[src/rtl/reservoir_core_param_if.sv]
// Start/done handshake between the reservoir core
// and its pluggable nonlinear-function backend.
interface reservoir_core_param_if #(
  parameter int W = 12
);
  logic         nl_start;
  logic [W-1:0] nl_din;
  logic         nl_done;
  logic [W-1:0] nl_dout;

  modport master (
    output nl_start, nl_din,
    input  nl_done, nl_dout
  );

  modport slave (
    input  nl_start, nl_din,
    output nl_done, nl_dout
  );
endinterface

[src/rtl/reservoir_core_param.sv]
// Delay-loop reservoir: ring of virtual nodes fed by
// saturated input+feedback through a nonlinear unit.
module reservoir_core_param #(
  parameter int NUM_VIRTUAL_NODES = 10,
  parameter int NODE_DATA_WIDTH   = 12,
  parameter int DATA_WIDTH        = 32,
  parameter int FEEDBACK_SHIFT    = 2,
  parameter int MEM_WAIT_CYCLES   = 2,
  parameter int TIMEOUT_CYCLES    = 1024,
  localparam int SEL_W = $clog2(NUM_VIRTUAL_NODES)
) (
  input  logic                       clk,
  input  logic                       rst,
  input  logic                       en,
  input  logic [DATA_WIDTH-1:0]      din,
  output logic [DATA_WIDTH-1:0]      dout,
  output logic                       reservoir_valid,
  input  logic                       load_node,
  input  logic [NODE_DATA_WIDTH-1:0] load_node_din,
  input  logic [SEL_W-1:0]           node_sel,
  output logic [NODE_DATA_WIDTH-1:0] node_dout,
  reservoir_core_param_if.master     nl,
  output logic                       frame_done,
  output logic                       sat_err,
  output logic                       timeout_err
);

  localparam int N   = NUM_VIRTUAL_NODES;
  localparam int W   = NODE_DATA_WIDTH;
  localparam int SW  = DATA_WIDTH + 1;
  localparam int CM  = (MEM_WAIT_CYCLES > TIMEOUT_CYCLES) ?
                       MEM_WAIT_CYCLES : TIMEOUT_CYCLES;
  localparam int CW  = $clog2(CM + 1);
  localparam int FCW = $clog2(N);

  localparam logic [SW-1:0] SAT_MAX =
    {{(SW-W){1'b0}}, {W{1'b1}}};

  typedef enum logic [1:0] {
    IDLE,
    MEM_WAIT,
    NL_REQ,
    NL_WAIT
  } state_t;

  state_t          state;
  state_t          state_nxt;
  logic [CW-1:0]   cnt;
  logic [FCW-1:0]  upd_cnt;
  logic [W-1:0]    nodes [N];
  logic [W-1:0]    nl_din_q;

  logic [SW-1:0]   sum;
  logic            sat;
  logic [W-1:0]    sum_sat;
  logic            wait_last;
  logic            to_last;
  logic            done_hit;
  logic            to_hit;
  logic            shift;
  logic            sel_ok;

  // Input plus attenuated tail, clamped to node width
  always_comb begin
    sum     = {1'b0, din} +
              SW'(nodes[N-1] >> FEEDBACK_SHIFT);
    sat     = sum > SAT_MAX;
    sum_sat = sat ? {W{1'b1}} : sum[W-1:0];
  end

  assign wait_last = cnt == CW'(MEM_WAIT_CYCLES - 1);
  assign to_last   = cnt == CW'(TIMEOUT_CYCLES - 1);
  assign done_hit  = (state == NL_WAIT) && nl.nl_done;
  assign to_hit    = (state == NL_WAIT) && !nl.nl_done
                     && to_last;
  assign shift     = done_hit || to_hit;
  assign sel_ok    = 32'(node_sel) < N;

  // Next-state decode
  always_comb begin
    state_nxt = state;
    unique case (state)
      IDLE:     if (en) state_nxt = MEM_WAIT;
      MEM_WAIT: if (wait_last) state_nxt = NL_REQ;
      NL_REQ:   state_nxt = NL_WAIT;
      NL_WAIT:  if (shift) state_nxt = IDLE;
      default:  state_nxt = IDLE;
    endcase
  end

  // State register
  always_ff @(posedge clk) begin
    if (rst) state <= IDLE;
    else     state <= state_nxt;
  end

  // Shared wait / timeout counter, cleared on every state change
  always_ff @(posedge clk) begin
    if (rst)
      cnt <= '0;
    else if (state != state_nxt)
      cnt <= '0;
    else if (state == MEM_WAIT || state == NL_WAIT)
      cnt <= cnt + CW'(1);
  end

  // Request operand capture and sticky error flags
  always_ff @(posedge clk) begin
    if (rst) begin
      nl_din_q    <= '0;
      sat_err     <= 1'b0;
      timeout_err <= 1'b0;
    end else begin
      if (state == NL_REQ) begin
        nl_din_q <= sum_sat;
        if (sat) sat_err <= 1'b1;
      end
      if (to_hit) timeout_err <= 1'b1;
    end
  end

  // Node ring: shift on completion, preload only when idle
  always_ff @(posedge clk) begin
    if (rst) begin
      for (int i = 0; i < N; i++) nodes[i] <= '0;
    end else if (shift) begin
      nodes[0] <= done_hit ? nl.nl_dout : '0;
      for (int i = 1; i < N; i++) nodes[i] <= nodes[i-1];
    end else if (state == IDLE && load_node && sel_ok) begin
      nodes[node_sel] <= load_node_din;
    end
  end

  // Update counter and frame pulse
  always_ff @(posedge clk) begin
    if (rst) begin
      upd_cnt    <= '0;
      frame_done <= 1'b0;
    end else begin
      frame_done <= 1'b0;
      if (shift) begin
        if (upd_cnt == FCW'(N - 1)) begin
          upd_cnt    <= '0;
          frame_done <= 1'b1;
        end else begin
          upd_cnt <= upd_cnt + FCW'(1);
        end
      end
    end
  end

  assign reservoir_valid = state == IDLE;
  assign nl.nl_start     = state == NL_REQ;
  assign nl.nl_din       = (state == NL_REQ) ? sum_sat
                                             : nl_din_q;
  assign dout            = DATA_WIDTH'(nodes[N-1]);
  assign node_dout       = sel_ok ? nodes[node_sel] : '0;

endmodule

[src/flat_wrapper.sv]
// flat-port wrapper written by rule: the top's interface ports become plain ports
module reservoir_core_param_flat 
#(
  parameter int NUM_VIRTUAL_NODES = 10,
  parameter int NODE_DATA_WIDTH   = 12,
  parameter int DATA_WIDTH        = 32,
  parameter int FEEDBACK_SHIFT    = 2,
  parameter int MEM_WAIT_CYCLES   = 2,
  parameter int TIMEOUT_CYCLES    = 1024,
  localparam int SEL_W = $clog2(NUM_VIRTUAL_NODES)
)
  (clk, rst, en, din, dout, reservoir_valid, load_node, load_node_din, node_sel, node_dout, frame_done, sat_err, timeout_err, nl_nl_start, nl_nl_din, nl_nl_done, nl_nl_dout);
  reservoir_core_param_if #(.W(12)) nl_i ();
  input  logic clk;
  input  logic rst;
  input  logic en;
  input  logic [DATA_WIDTH-1:0] din;
  output logic [DATA_WIDTH-1:0] dout;
  output logic reservoir_valid;
  input  logic load_node;
  input  logic [NODE_DATA_WIDTH-1:0] load_node_din;
  input  logic [SEL_W-1:0] node_sel;
  output logic [NODE_DATA_WIDTH-1:0] node_dout;
  output logic frame_done;
  output logic sat_err;
  output logic timeout_err;
  output wire logic [$bits(nl_i.nl_start)-1:0] nl_nl_start;
  output wire logic [$bits(nl_i.nl_din)-1:0] nl_nl_din;
  input wire logic [$bits(nl_i.nl_done)-1:0] nl_nl_done;
  input wire logic [$bits(nl_i.nl_dout)-1:0] nl_nl_dout;
  assign nl_nl_start = nl_i.nl_start;
  assign nl_nl_din = nl_i.nl_din;
  assign nl_i.nl_done = nl_nl_done;
  assign nl_i.nl_dout = nl_nl_dout;
  reservoir_core_param #(.NUM_VIRTUAL_NODES(NUM_VIRTUAL_NODES), .NODE_DATA_WIDTH(NODE_DATA_WIDTH), .DATA_WIDTH(DATA_WIDTH), .FEEDBACK_SHIFT(FEEDBACK_SHIFT), .MEM_WAIT_CYCLES(MEM_WAIT_CYCLES), .TIMEOUT_CYCLES(TIMEOUT_CYCLES)) u_core (.clk(clk), .rst(rst), .en(en), .din(din), .dout(dout), .reservoir_valid(reservoir_valid), .load_node(load_node), .load_node_din(load_node_din), .node_sel(node_sel), .node_dout(node_dout), .nl(nl_i), .frame_done(frame_done), .sat_err(sat_err), .timeout_err(timeout_err));
endmodule
[config.mk]
export PLATFORM = sky130hd
export DESIGN_NAME = reservoir_core_param_flat
export DESIGN_NICKNAME = d
export VERILOG_FILES = /design/src/rtl/reservoir_core_param_if.sv /design/src/rtl/reservoir_core_param.sv /design/src/flat_wrapper.sv
export SDC_FILE = /design/constraint.sdc
export NUM_CORES = 1
export LEC_CHECK = 0
export CAP_MARGIN = 0
export CORE_ASPECT_RATIO = 2
export CORE_UTILIZATION = 45
export DETAILED_ROUTE_END_ITERATION = 6
export GPL_ROUTABILITY_DRIVEN = 0
export PLACE_DENSITY_LB_ADDON = 0.2
export SKIP_CTS_REPAIR_TIMING = 1
export SLEW_MARGIN = 10
export SYNTH_ARGS = -nofsm -noshare
export SYNTH_HDL_FRONTEND = slang
export SYNTH_SLANG_ARGS = --single-unit
[constraint.sdc]
create_clock -name clk -period 4.4 [get_ports clk]
set_input_delay 0.88 -clock clk [delete_from_list [all_inputs] [get_ports clk]]
set_output_delay 0.88 -clock clk [all_outputs]
set_load 0.05 [all_outputs]
# After elaboration in Yosys (flattened, before gate mapping)
# Memory sizes are Yosys's and may differ from the RTL's.
# Index checks and enable logic that the tools add are counted.
[op_classes]
reduce_logical = 13
n_lt_le_gt_ge = 2
n_eq_ne = 7
mux = 32
add_sub_neg = 3
bitwise_logic = 11
[op_table]
columns = ["op", "count"]
rows = [
  ["12-bit 2-to-1 mux", 15],
  ["32-bit by 10-bit adder with 33-bit output", 1],
  ["33-bit by 12-bit > comparator with 1-bit output, second input constant", 1],
  ["12-bit OR reduction", 1],
  ["11-bit by 1-bit adder with 11-bit output, second input constant", 1],
  ["11-bit by 1-bit equality test with 1-bit output, second input constant", 1],
  ["11-bit by 10-bit equality test with 1-bit output, second input constant", 1],
  ["1-bit 2-to-1 mux", 11],
  ["1-bit OR", 10],
  ["4-bit 2-to-1 mux", 2],
  ["2-bit case mux with 4 select lines", 1],
  ["2-bit 2-to-1 mux", 3],
  ["1-bit logical AND", 5],
  ["4-bit by 1-bit adder with 4-bit output, second input constant", 1],
  ["2-bit equality test, second input constant", 2],
  ["4-bit equality test, second input constant", 1],
  ["4-bit < comparator, second input constant", 1],
  ["2-bit OR reduction", 2],
  ["2-bit by 1-bit equality test with 1-bit output, second input constant", 1],
  ["2-bit logical NOT", 1],
  ["1-bit logical OR", 2],
  ["2-bit inequality test", 1],
  ["2-bit AND reduction", 1],
  ["1-bit logical NOT", 1],
  ["1-bit inverter", 1],
]
[totals]
input_bits = 65
memories = 1
ram_bits = 120
word_cells = 76
ff_bits = 32
[mem_list]
columns = ["name", "words", "width", "rd", "rd_ports_with_merged_regs", "write_ports", "line", "text"]
rows = [
  ["u_core.nodes", 10, 12, 11, 0, 10, "reservoir_core_param.sv:50", "logic [W-1:0] nodes [N];"],
]

# Logic depth before layout (Yosys ltp)
[logic_depth]
ltp_word = 9
depth_mapped = 13
ltp_nobuf = 11

# Worst setup path after synthesis
# OpenSTA, ideal clock, no wires.
[synth_path]
path_kind = "input-to-output"
startpoint = "input din[0]"
endpoint = "output nl_nl_din[10]"
t_arrival_ps = 4125
path_buffers = 2
slack_ps = -605
stages = 13
cell_sequence = "ha_1 inv_1 fa_1 and2b_1 o2111ai_2 a21oi_2 nor2_2 or4b_1 a21boi_0 and4b_1 buf_6 buf_12 a31oi_1"
[synth_via]
elab_chain_len = 4
[synth_rtl]
columns = ["element", "line", "text"]
rows = [
  ["start: declaration", "flat_wrapper.sv:17", "input logic [DATA_WIDTH-1:0] din;"],
  ["32-bit by 10-bit adder with 33-bit output (*)", "reservoir_core_param.sv:65", "sum = {1'b0, din} +"],
  ["33-bit by 12-bit > comparator with 1-bit output", "reservoir_core_param.sv:67", "sat = sum > SAT_MAX;"],
  ["12-bit 2-to-1 mux (*)", "reservoir_core_param.sv:68", "sum_sat = sat ? {W{1'b1}} : sum[W-1:0];"],
  ["12-bit 2-to-1 mux (*)", "reservoir_core_param.sv:154", "assign nl.nl_din = (state == NL_REQ) ? sum_sat"],
  ["end: declaration", "flat_wrapper.sv:28", "output wire logic [$bits(nl_i.nl_din)-1:0] nl_nl_din;"],
]
# Mark *: on every way between the ends. The rest lies on a longest branch, timed or not.

# Final worst setup path
[layout_path]
startpoint = "input din[14]"
endpoint = "output nl_nl_din[11]"
[layout_via]
elab_chain_len = 4
[layout_rtl]
columns = ["element", "line"]
rows = [
  ["32-bit by 10-bit adder with 33-bit output", "reservoir_core_param.sv:65"],
  ["33-bit by 12-bit > comparator with 1-bit output", "reservoir_core_param.sv:67"],
  ["12-bit 2-to-1 mux", "reservoir_core_param.sv:68"],
  ["12-bit 2-to-1 mux", "reservoir_core_param.sv:154"],
]
# No other way between the ends.

==> flow_metrics.py <==
metrics = {
    "synthesis": {
        "synth-seq-cells": 152,
        "synthTopCellsByArea": "edfxtp_1 41%, a22o_1 12%, dfxtp_1 7.3%",
        "synth_cells": 759,
        "yosysUniqueCellTypes": 70,
        "avgSynthCellArea_um2": 11.5,
        "netlist.area_leader.share_pct": 41.3,
        "synth_most_common_cell": "a22o_1",
        "syn_area_um2": 8730,
        "synth_top_area_cell": "edfxtp_1",
        "async_reset_ff_share_pct": 0,
        "synth_seq_area_share_pct": 48.6,
        "ys_warn_count": 0,
        "synthTopCellsByCount": "121 x a22o_1, 120 x edfxtp_1, 62 x nor2_1",
        "synthFlopType": "edfxtp_1",
        "synth_edf_count": 120,
    },
    "hold_path": {
        "hold_class": "flop to flop",
    },
    "job": {
        "drv_cap": 0,
    },
    "cts": {
        "clockBufferDepth": 2,
        "clkTransAtPathRegs_ns": 0.06,
        "root_buffer": "clkbuf_16",
        "cts-buffers-inserted": 17,
        "h-tree-depth": 4,
        "clk_latency_ns": 0.43,
        "cts_num_sinks": 152,
        "cts_tree": "built",
    },
    "route": {
        "wl_per_cell_um": 20.8,
        "ant_nets": 0,
        "drc": 0,
        "via_per_inst": 6.05,
        "vias": 7124,
        "firstDrtPassIters": 5,
        "routed_wl_mm": 24.5,
        "drtIter0Drc": 450,
    },
    "global_routing": {
        "grt_pass1_vias": 7233,
        "grt_start_max_net_pins": 109,
        "antenna_found_initial": 0,
        "overflow": 0,
        "grt_pass1_wl_mm": 37.6,
        "track_usage_pct": 24.7,
    },
    "final_layout": {
        "drive_above_1_share_pct": 26.9,
        "nets": 987,
        "multi_input_area_um2": 4480,
        "diodes": 0,
        "seq_area_um2": 4240,
        "n_fill_cell": 1504,
        "area_delta_synth_final_pct": 34.3,
        "finalNonFillerCells": 1177,
    },
    "die": {
        "die_w_um": 100,
        "die_y_um": 199,
        "ios": 126,
        "initial_utilization_pct": 46.1,
        "rows": 71,
        "core-area_um2": 18900,
        "die_area_um2": 20000,
    },
    "placed_design": {
        "numPlacedInstances": 1135,
        "pre_cts_ws_ns": -0.723,
        "hpwl_mm": 18.2,
        "portBuffers": 105,
    },
    "sta": {
        "clock_skew_ns": 0.0129,
        "layout_min_cycle_time_ns": 4.46,
        "tightest_slew_ns": 0.750,
        "slew_violations": 0,
        "fmax_mhz": 224,
        "slew_headroom_pct": 50.0,
        "worst_slack_ns": -0.0606,
        "setup_viol": 12,
        "finalHoldViolations": 0,
        "min_period_over_period_pct": 101,
        "rsz0062_at_grt": "yes",
    },
    "setup_path": {
        "max_stage_delay_ns": 0.53,
        "critPathSlowestCell": "or4_1",
        "path_class": "primary input to output port",
        "critPathBufInv": 3,
        "cp_data_required_time_ns": 3.52,
        "crit_chain": "clkdlybuf4s50_1, and4_1, nand3_4, or4_1, a31oi_1, a2111oi_4, and4b_4, clkbuf_16, a21oi_4, buf_6",
        "worstPathArrival_ns": 3.58,
        "crit_path_max_fanout": 8,
        "critPathLaunchType": "primary input",
        "critical_path.top_delay_family": "simple AND/OR/NAND/NOR gates",
        "critPathCaptureType": "output port",
    },
    "run_status": {
        "status": "complete, but fails checks",
        "failed_checks": "setup timing",
    },
    "pwr": {
        "vdd_ir_drop_max_uv": 263,
        "power_density_nw_per_um2": 333,
        "leakagePower_nw": 4.34,
    },
}
==> metal layers <==
layer | GRT usage (%) | wire length, um
met5 | 0 | 0
met4 | 11.0 | 904
met3 | 3.76 | 992
met2 | 48.1 | 14000
met1 | 25.3 | 8570
==> flip-flops by register name, indices dropped and copies added (netlist names) <==
| signal | cells |
|---|---|
| u_core.nodes | 120 |
| u_core.nl_din_q | 12 |
| u_core.cnt | 11 |
| u_core.upd_cnt | 4 |
| u_core.state | 2 |
| u_core.frame_done | 1 |
| u_core.sat_err | 1 |
| u_core.timeout_err | 1 |
==> worst min-delay path, stage by stage, from the launching register on <==
cell	delay, ns
dfxtp_1	0.32
a21oi_1	0.04
nor2_1	0.07
==> path summary, 6_finish.rpt <==
kind                            cells after the start                            start  slack, ns                               to
worst max-delay path                               10                          din[14]      -0.06                    nl_nl_din[11]
worst min-delay path                                2  u_core.timeout_err$_SDFFE_PP0P_       0.46  u_core.timeout_err$_SDFFE_PP0P_
worst max register to register                     13     u_core.nodes[9][2]$_DFFE_PP_       1.09    u_core.nl_din_q[1]$_SDFF_PP0_
worst min register to register                      2  u_core.timeout_err$_SDFFE_PP0P_       0.46  u_core.timeout_err$_SDFFE_PP0P_
==> placed cells by master, fill, tap and decap left out, types with 4 or more instances in the layout <==
| master | instances |
|---|---|
| a22o_1 | 120 |
| edfxtp_1 | 120 |
| buf_4 | 86 |
| clkdlybuf4s50_1 | 70 |
| nor2_1 | 62 |
| nand2_1 | 32 |
| dfxtp_1 | 32 |
| a21oi_1 | 25 |
| mux4_2 | 24 |
| conb_1 | 20 |
| clkbuf_16 | 19 |
| buf_6 | 18 |
| nand3_1 | 14 |
| nand4_1 | 14 |
| xnor2_1 | 14 |
| buf_12 | 14 |
| a221oi_1 | 13 |
| mux2_2 | 13 |
| nand2b_1 | 11 |
| a21oi_4 | 11 |
| xor2_1 | 11 |
| a211oi_2 | 11 |
| ha_4 | 10 |
| inv_1 | 9 |
| dlymetal6s2s_1 | 9 |
| and3_1 | 8 |
| o21ai_0 | 7 |
| nor3_1 | 7 |
| a21o_1 | 5 |
| and2_1 | 5 |
| nor2b_1 | 5 |
| bufinv_16 | 5 |
| o211ai_1 | 4 |
| a31oi_1 | 4 |
| o21bai_1 | 4 |
| clkinvlp_4 | 4 |
==> cell type report <==
class,instances,area share [%]
sequential,152,36.2
tap,255,2.72
timing repair buffer,200,17.0
multi-input combinational,526,38.2
clock inverter,13,1.73
clock buffer,19,3.69
inverter,12,0.384
==> through the flow <==
stage / hold slack (ns) / power [mW] / util [%] / setup TNS (ns) / area, um^2
6_report: 0.463 / 3.90 / 62.0 / -0.484 / 11700
5_1_grt: 0.543 / 4.01 / 62.0 / -1.38 / 11700
4_1_cts: 0.471 / 3.87 / 59.7 / -8.44 / 11300
3_5_place_dp: 0.457 / 2.30 / 56.3 / -8.33 / 10700
3_3_place_gp: 0.457 / 2.29 / 56.3 / -7.15 / 10700
2_1_floorplan: 0.459 / 2.04 / - / -0.0662 / 8970
==> cell families after synthesis <==
group | synth area share [%]
buffers and inverters | 5.62
other | 0.0430
muxes | 8.10
and+or+nand+nor | 10.9
DFF | 48.6
adders and majority gates | 1.95
AOI/OAI and AO/OA | 22.2
xor gates and xnor gates | 2.51
==> power by group <==
group	internal, mW	total, mW	switching [mW]
Clock	1.00	1.58	0.583
Combinational	0.287	0.672	0.385
Sequential	1.60	1.64	0.0396
Total	2.89	3.90	1.01
Power figures use the tool's default switching activity.
